<file path="config.mk">
export PLATFORM = sky130hd
export DESIGN_NAME = matmul_seq
export DESIGN_NICKNAME = d
export VERILOG_FILES = /design/src/rtl/matmul_seq.sv
export SDC_FILE = /design/constraint.sdc
export NUM_CORES = 1
export LEC_CHECK = 0
export CORE_ASPECT_RATIO = 0.7
export CORE_MARGIN = 2
export CORE_UTILIZATION = 45
export CTS_CLUSTER_DIAMETER = 100
export CTS_CLUSTER_SIZE = 12
export DETAILED_ROUTE_END_ITERATION = 16
export PLACE_DENSITY = 0.7
export SLEW_MARGIN = 20
export SYNTH_ARGS = -nofsm -noshare
export SYNTH_HDL_FRONTEND = slang
export SYNTH_SLANG_ARGS = --single-unit
</file>
<file path="constraint.sdc">
create_clock -name clk -period 2.3 [get_ports clk]
set_input_delay 0.46 -clock clk [delete_from_list [all_inputs] [get_ports clk]]
set_output_delay 0.46 -clock clk [all_outputs]
set_load 0.02 [all_outputs]
</file>
<file path="src/rtl/matmul_seq.sv">
// matmul_seq: sequential signed matrix multiplier C = A*B
// reading A/B from a synchronous ROM and streaming C out row-major.
module matmul_seq #(
  parameter int N    = 4,
  parameter int DW   = 8,
  parameter int SELW = 2,
  parameter int AW   = SELW + 2 * $clog2(N),
  parameter int ACCW = 2 * DW + $clog2(N)
) (
  input  logic                  clk,
  input  logic                  rst,
  input  logic                  start,
  input  logic [SELW-1:0]       sel_a,
  input  logic [SELW-1:0]       sel_b,
  output logic [AW-1:0]         rom_a_addr,
  output logic [AW-1:0]         rom_b_addr,
  output logic                  rom_en,
  input  logic [DW-1:0]         rom_a_data,
  input  logic [DW-1:0]         rom_b_data,
  output logic [ACCW-1:0]       res_data,
  output logic [$clog2(N)-1:0]  res_row,
  output logic [$clog2(N)-1:0]  res_col,
  output logic                  res_valid,
  input  logic                  res_ready,
  output logic                  busy,
  output logic                  done
);

  localparam int CW = $clog2(N);

  typedef enum logic [2:0] {
    S_IDLE,
    S_ISSUE,
    S_DRAIN,
    S_OUT,
    S_FIN
  } state_t;

  state_t state, state_nx;

  logic [SELW-1:0] sa_q, sb_q;
  logic [CW-1:0]   i_q, j_q, k_q;
  logic            mac_v, mac_first;
  logic            last_k, last_j, last_el;

  logic signed [ACCW-1:0] acc;
  logic signed [ACCW-1:0] a_x, b_x, prod;

  assign last_k  = (k_q == CW'(N - 1));
  assign last_j  = (j_q == CW'(N - 1));
  assign last_el = last_j && (i_q == CW'(N - 1));

  assign a_x  = {{(ACCW-DW){rom_a_data[DW-1]}}, rom_a_data};
  assign b_x  = {{(ACCW-DW){rom_b_data[DW-1]}}, rom_b_data};
  assign prod = a_x * b_x;

  // k is parked at N-1 outside ISSUE, so addresses keep their last value
  assign rom_a_addr = AW'(sa_q) * AW'(N * N)
                    + AW'(i_q) * AW'(N) + AW'(k_q);
  assign rom_b_addr = AW'(sb_q) * AW'(N * N)
                    + AW'(k_q) * AW'(N) + AW'(j_q);

  assign res_data = acc;
  assign res_row  = i_q;
  assign res_col  = j_q;

  // state register
  always_ff @(posedge clk or posedge rst) begin
    if (rst) state <= S_IDLE;
    else     state <= state_nx;
  end

  // next-state decode
  always_comb begin
    state_nx = state;
    unique case (state)
      S_IDLE:  if (start) state_nx = S_ISSUE;
      S_ISSUE: if (last_k) state_nx = S_DRAIN;
      S_DRAIN: state_nx = S_OUT;
      S_OUT: begin
        if (res_ready)
          state_nx = last_el ? S_FIN : S_ISSUE;
      end
      S_FIN:   state_nx = S_IDLE;
      default: state_nx = S_IDLE;
    endcase
  end

  // Moore outputs
  always_comb begin
    rom_en    = 1'b0;
    res_valid = 1'b0;
    done      = 1'b0;
    busy      = (state != S_IDLE);
    unique case (state)
      S_ISSUE: rom_en    = 1'b1;
      S_OUT:   res_valid = 1'b1;
      S_FIN:   done      = 1'b1;
      default: ;
    endcase
  end

  // counters, latched selects and the MAC pipeline
  always_ff @(posedge clk or posedge rst) begin
    if (rst) begin
      sa_q      <= '0;
      sb_q      <= '0;
      i_q       <= '0;
      j_q       <= '0;
      k_q       <= '0;
      mac_v     <= 1'b0;
      mac_first <= 1'b0;
      acc       <= '0;
    end else begin
      mac_v     <= rom_en;
      mac_first <= rom_en && (k_q == '0);
      if (mac_v)
        acc <= mac_first ? prod : acc + prod;
      case (state)
        S_IDLE: begin
          if (start) begin
            sa_q <= sel_a;
            sb_q <= sel_b;
            i_q  <= '0;
            j_q  <= '0;
            k_q  <= '0;
            acc  <= '0;
          end
        end
        S_ISSUE: begin
          if (!last_k) k_q <= k_q + 1'b1;
        end
        S_OUT: begin
          if (res_ready && !last_el) begin
            k_q <= '0;
            if (last_j) begin
              j_q <= '0;
              i_q <= i_q + 1'b1;
            end else begin
              j_q <= j_q + 1'b1;
            end
          end
        end
        default: ;
      endcase
    end
  end

endmodule

</file>
Word level (Yosys, flattened, before mapping)

Cells that the tools add are included.

Eq/ne operators: 13
Muxes and demuxes: 22
Reductions and logical operators: 14
Add/sub/neg operators: 8
$mul: 1

Operators by type and width:

| kind                  | count |
|---|---|
| $mux W18              | 4 |
| $add A18 B16 Y18      | 1 |
| $mul A8 B8 Y16        | 1 |
| $mux W2               | 7 |
| $add A6 B2 Y6         | 2 |
| $add A6 B4 Y6         | 2 |
| $mux W3               | 4 |
| $ne A2 B2 Y1 const B  | 6 |
| $pmux W3 S4           | 1 |
| $pmux W2 S2           | 2 |
| $reduce_and A4 Y1     | 2 |
| $add A2 B1 Y2 const B | 3 |
| $eq A2 B2 Y1 const B  | 3 |
| $eq A3 B2 Y1 const B  | 2 |
| $pmux W2 S3           | 1 |
| $reduce_and A3 Y1     | 2 |
| $reduce_bool A3 Y1    | 2 |
| $eq A3 B1 Y1 const B  | 1 |
| $eq A3 B3 Y1 const B  | 1 |
| $logic_and A1 B1 Y1   | 3 |
| $logic_not A3 Y1      | 1 |
| $mux W1               | 3 |
| $logic_not A2 Y1      | 1 |
| $reduce_and A2 Y1     | 1 |
| other kinds (2)       | 2 |

Output and inout port bits: 38
Bits in registers: 33

Logic depth before layout (Yosys ltp)

Gate-level depths: netlist (run 1).

Depth in word-level cells: 6
Depth in mapped cells: 23

Worst setup path before layout (run 1)

OpenSTA, ideal clock, no wires.

Path type: input to register
Start point: input port rom_b_data[3]
End point: register acc[17], in the netlist res_data[17]
Setup slack: -3.460 ns
Data required time: 2.164 ns
Stages on the path: 21
Arrival: 5.623 ns
Buffers on the path: 0
Cells stage by stage: and2_1 -> fa_1 -> inv_1 -> fa_1 -> inv_1 -> fa_1 -> inv_1 -> fa_1 -> inv_1 -> ha_1 -> a21o_1 -> a21oi_1 -> a31oi_1 -> xnor2_1 -> ha_1 -> a21oi_1 -> o21ai_0 -> a31o_1 -> and3_4 -> nor4_1 -> a21oi_1

Longest elaborated chain between the ends: 6

RTL lines:

| item                 | line | RTL |
|---|---|---|
| from (decl)          | 19   | `input logic [DW-1:0] rom_b_data,` |
| $mul A8 B8 Y16 *     | 55   | `assign prod = a_x * b_x;` |
| $add A18 B16 Y18     | 118  | `acc <= mac_first ? prod : acc + prod;` |
| $mux W18 *           | 118  |  |
| $mux W18 *           | 117  | `if (mac_v)` |
| $mux W18             | 121  | `if (start) begin` |
| $mux W18 *           | 119  | `case (state)` |
| to (signal assigned) | 118  |  |
| to (decl)            | 46   | `logic signed [ACCW-1:0] acc;` |

Mark *: on every way between the ends. The rest lies on a longest branch, timed or not.
A chain may end at the register's enable or synchronous reset.

Worst setup path in the final report (run 1)

Start point: input port rom_a_data[7]
End point: register acc[17], in the netlist res_data[17]

Longest elaborated chain between the ends: 6

RTL lines:

| item             | line | RTL |
|---|---|---|
| from (decl)      | 18   | `input logic [DW-1:0] rom_a_data,` |
| $mul A8 B8 Y16 * | 55   |  |
| $add A18 B16 Y18 | 118  |  |
| $mux W18 *       | 118  |  |
| $mux W18 *       | 117  |  |
| $mux W18         | 121  |  |
| $mux W18 *       | 119  |  |

Marks and branches as above.

==> results of run 1 <==
[path summary, 6_finish.rpt]
check | start | endpoint | cells after the start
max in group asynchronous | rst | k_q[1] | 3
worst max register to register | res_data[0] | res_data[12] | 12
min in group asynchronous | rst | res_data[5] | 3
worst max-delay path | rom_a_data[7] | res_data[17] | 24
worst min-delay path | sa_q[0] | sa_q[0] | 2
worst min register to register | sa_q[0] | sa_q[0] | 2
[cells in the final DEF (no fill, tap or decap), drive strengths merged, types with 3 or more instances in the layout]
cell	instances
o21ai	32
buf	140
nand2b	5
xnor2	18
a211oi	5
dfrtp	33
xor2	9
inv	103
nor2b	4
o21a	8
ha	50
nor2	29
a21o	6
o211ai	3
clkbuf	6
mux2i	6
fa	56
nor3	8
nand2	49
and3	4
a31oi	4
and2	46
a21oi	30
clkdlybuf4s50	45
[worst max-delay path, stage by stage]
cell	delay, ps
sky130_fd_sc_hd__buf_6	110
sky130_fd_sc_hd__and2_4	160
sky130_fd_sc_hd__fa_1	480
sky130_fd_sc_hd__inv_1	50
sky130_fd_sc_hd__fa_1	500
sky130_fd_sc_hd__inv_2	50
sky130_fd_sc_hd__fa_1	530
sky130_fd_sc_hd__inv_1	50
sky130_fd_sc_hd__fa_1	490
sky130_fd_sc_hd__inv_2	50
sky130_fd_sc_hd__ha_4	290
sky130_fd_sc_hd__o21ai_2	60
sky130_fd_sc_hd__o21bai_1	150
sky130_fd_sc_hd__a21oi_2	90
sky130_fd_sc_hd__xnor2_2	140
sky130_fd_sc_hd__ha_1	330
sky130_fd_sc_hd__o21a_1	170
sky130_fd_sc_hd__a2111oi_4	440
sky130_fd_sc_hd__o21ai_2	120
sky130_fd_sc_hd__and3_4	170
sky130_fd_sc_hd__a31o_4	220
sky130_fd_sc_hd__and4bb_2	320
sky130_fd_sc_hd__nor4_4	50
sky130_fd_sc_hd__a21oi_1	160
[layout make-up]
cell class	instances	area share [%]
Sequential cell	33	10.9
Timing Repair Buffer	185	21.7
Clock buffer	6	1.70
Clock inverter	2	0.132
Inverter	103	5.10
Multi-Input combinational cell	409	58.3
Tap cell	132	2.18
[layer usage]
| layer | routed length, um | global-route usage [%] |
|---|---|---|
| met3 | 433 | 3.48 |
| met5 | 0 | 0 |
| met2 | 6930 | 39.8 |
| met1 | 6140 | 32.7 |
| met4 | 65 | 4.17 |
[through the flow]
step	setup TNS, ps	utilization (%)	hold WS (ps)	cells	worst slack (ps)
final	-35080	72.4	479	870	-3150
after CTS	-34620	69.0	483	857	-3070
after detailed placement	-48460	63.4	465	838	-3990
after global routing	-37540	72.4	501	870	-3370
after global placement	-46710	63.4	460	838	-3810
after floorplan	-31940	-	489	562	-3080
[timing repair]
item | 4_1_cts | 5_1_grt
pin swaps | 91 | 57
resized for setup | 165 | 52
endpoints found under the setup margin | 17 | 17
buffers inserted | 11 | 15
[flip-flops by register name, summed over array words and instances, names as in the netlist]
| register | cells |
|---|---|
| state | 3 |
| sa_q | 2 |
| mac_v | 1 |
| res_col | 2 |
| sb_q | 2 |
| res_row | 2 |
| k_q | 2 |
| res_data | 18 |
| mac_first | 1 |
[cells by family after synthesis]
group	count (synthesis)	synth area share, %
flip-flops	33	16.9
adder cells (fa/ha/maj)	106	35.7
multiplexers	8	1.69
AND/OR/NAND/NOR	161	17.1
XOR/XNOR	27	4.84
AO/OA/AOI/OAI	107	14.1
buffers and inverters	120	9.67
==> implementation parameters, run 1 <==
Parameter                              Value

Die
  Starting density of the core    between 40% and 50%
  Placement row count    31
  Die Area    around 12000 um2
  Core area    10500 um2
  Die Y-Extent    just over 90 um
  Floorplan die width    roughly 130 um
  I/O pins    62

Global route
  Maximum number of pins on one net before global-route repair    34
  First-pass GRT wire length    22300 um
  Antenna violations before repair    0
  Grt total ovfl    0
  Vias in the first global route    roughly 4800
  Overall Global Routing Usage    23.6%

Yosys
  Post-synthesis instance total    562
  Top_reg_cell synth    sky130_fd_sc_hd__dfrtp_1
  Count of state elements after synthesis    33
  Mean post-synth cell area    8.70 um2
  Post-synth top cells    sky130_fd_sc_hd__inv_1, sky130_fd_sc_hd__fa_1, sky130_fd_sc_hd__ha_1
  Number of distinct standard cells referenced by the synthesized netlist    54
  Top area cells in the synthesized netlist    sky130_fd_sc_hd__fa_1, sky130_fd_sc_hd__dfrtp_1, sky130_fd_sc_hd__ha_1
  Fraction of post-synthesis cell area in the top cell type by area    between 20% and 30%
  Proportion of synthesized chip area in sequential cells    16.9%
  Post-synth EDFFs    0
  Async set-or-reset flop fraction in the synthesized netlist    100%
  Area of the mapped netlist    4890 um2
  Yosys warning count    0
  Top cell type by total area after synthesis    sky130_fd_sc_hd__fa_1
  Syn nets    about 700
  Cell with the most instances after synthesis    sky130_fd_sc_hd__inv_1

Layout
  Design Area, Final    7580 um2
  Total number of nets in the final design    just under 900
  Antenna Cells    0
  Fraction of final layout cells sized beyond drive strength 1    39.8%
  Multi-input logic area    4420 um2
  Number of filler instances in the final layout    740
  Combined flip-flop and latch cell area    approximately 830 um2
  Area growth from synthesis to layout    55.0%

Run status
  Result of the run    complete, but fails checks
  Violated checks    setup timing

Placed design
  HPWL after detailed placement    9850 um
  Count of port buffers added during placement    61
  Instance area at placement    6640 um2
  Placer congestion estimate    between 0.8 and 0.9

CTS
  Clk Latency, worst-skew pair    280 ps
  Root Buffer Master    sky130_fd_sc_hd__clkbuf_16
  TritonCTS Buffers    5
  Clock sink total    33
  Clock transition at the registers of the reported paths    60 ps
  Max clock buf depth    2
  Hold bufs inserted after CTS    0
  H-tree depth reported by CTS    2
  TritonCTS clock tree    built

Detailed routing
  DRC violation total after the first TritonRoute iteration    230
  Drt first pass iters    4
  DR WL/cell    15.6 um
  Detailed-route via count    4504
  Residual DRC    0
  Antenna viol nets, final    0
  DR vias/cell    between 5 and 6
  Final WL    13600 um

Worst setup path
  Crit path kind    primary input to flip-flop
  Critical Path Sink Type    flip-flop
  Crit path required time    2510 ps
  Flop-to-flop setup slack    -300 ps
  Arr. time, crit path    5660 ps
  Crit start category    primary input
  Largest fanout on the critical path    6

STA
  Fin worst setup slack    -3150 ps
  Final critical path time including I/O delays and setup    about 5500 ps
  Clock Skews    3.51 ps
  Final setup vio count    15
  Highest achievable clock rate    about 0.18 GHz
  Slew at the pin with the worst max-slew slack    546 ps
  Final Max Slew Viols    0
  Final hold violation count    0
  Unrepaired setup endpoints after global routing    true
  Max-slew headroom at the worst pin    63.6%
  Final worst path period share    237%

Job
  Max-Cap Viols    0

Min path
  Hold WC Path Type    flip-flop to flip-flop
Power of run 1 is left out: the tool's default activity adds up to more than one toggle a clock period on the data nets, which glitch-free logic cannot reach.
==> inputs of run 2 (changes only) <==
--- a/config.mk
+++ b/config.mk
@@ -5,11 +5,12 @@
 export SDC_FILE = /design/constraint.sdc
 export NUM_CORES = 1
 export LEC_CHECK = 0
+export CAP_MARGIN = 0
 export CORE_ASPECT_RATIO = 0.7
 export CORE_MARGIN = 2
 export CORE_UTILIZATION = 45
 export CTS_CLUSTER_DIAMETER = 100
-export CTS_CLUSTER_SIZE = 12
+export CTS_CLUSTER_SIZE = 8
 export DETAILED_ROUTE_END_ITERATION = 16
 export PLACE_DENSITY = 0.7
 export SLEW_MARGIN = 20
==> results of run 2 <==
Same layout as run 1: the final DEF is identical, and so are final timing and power.
Power of run 2 is left out for the same reason.
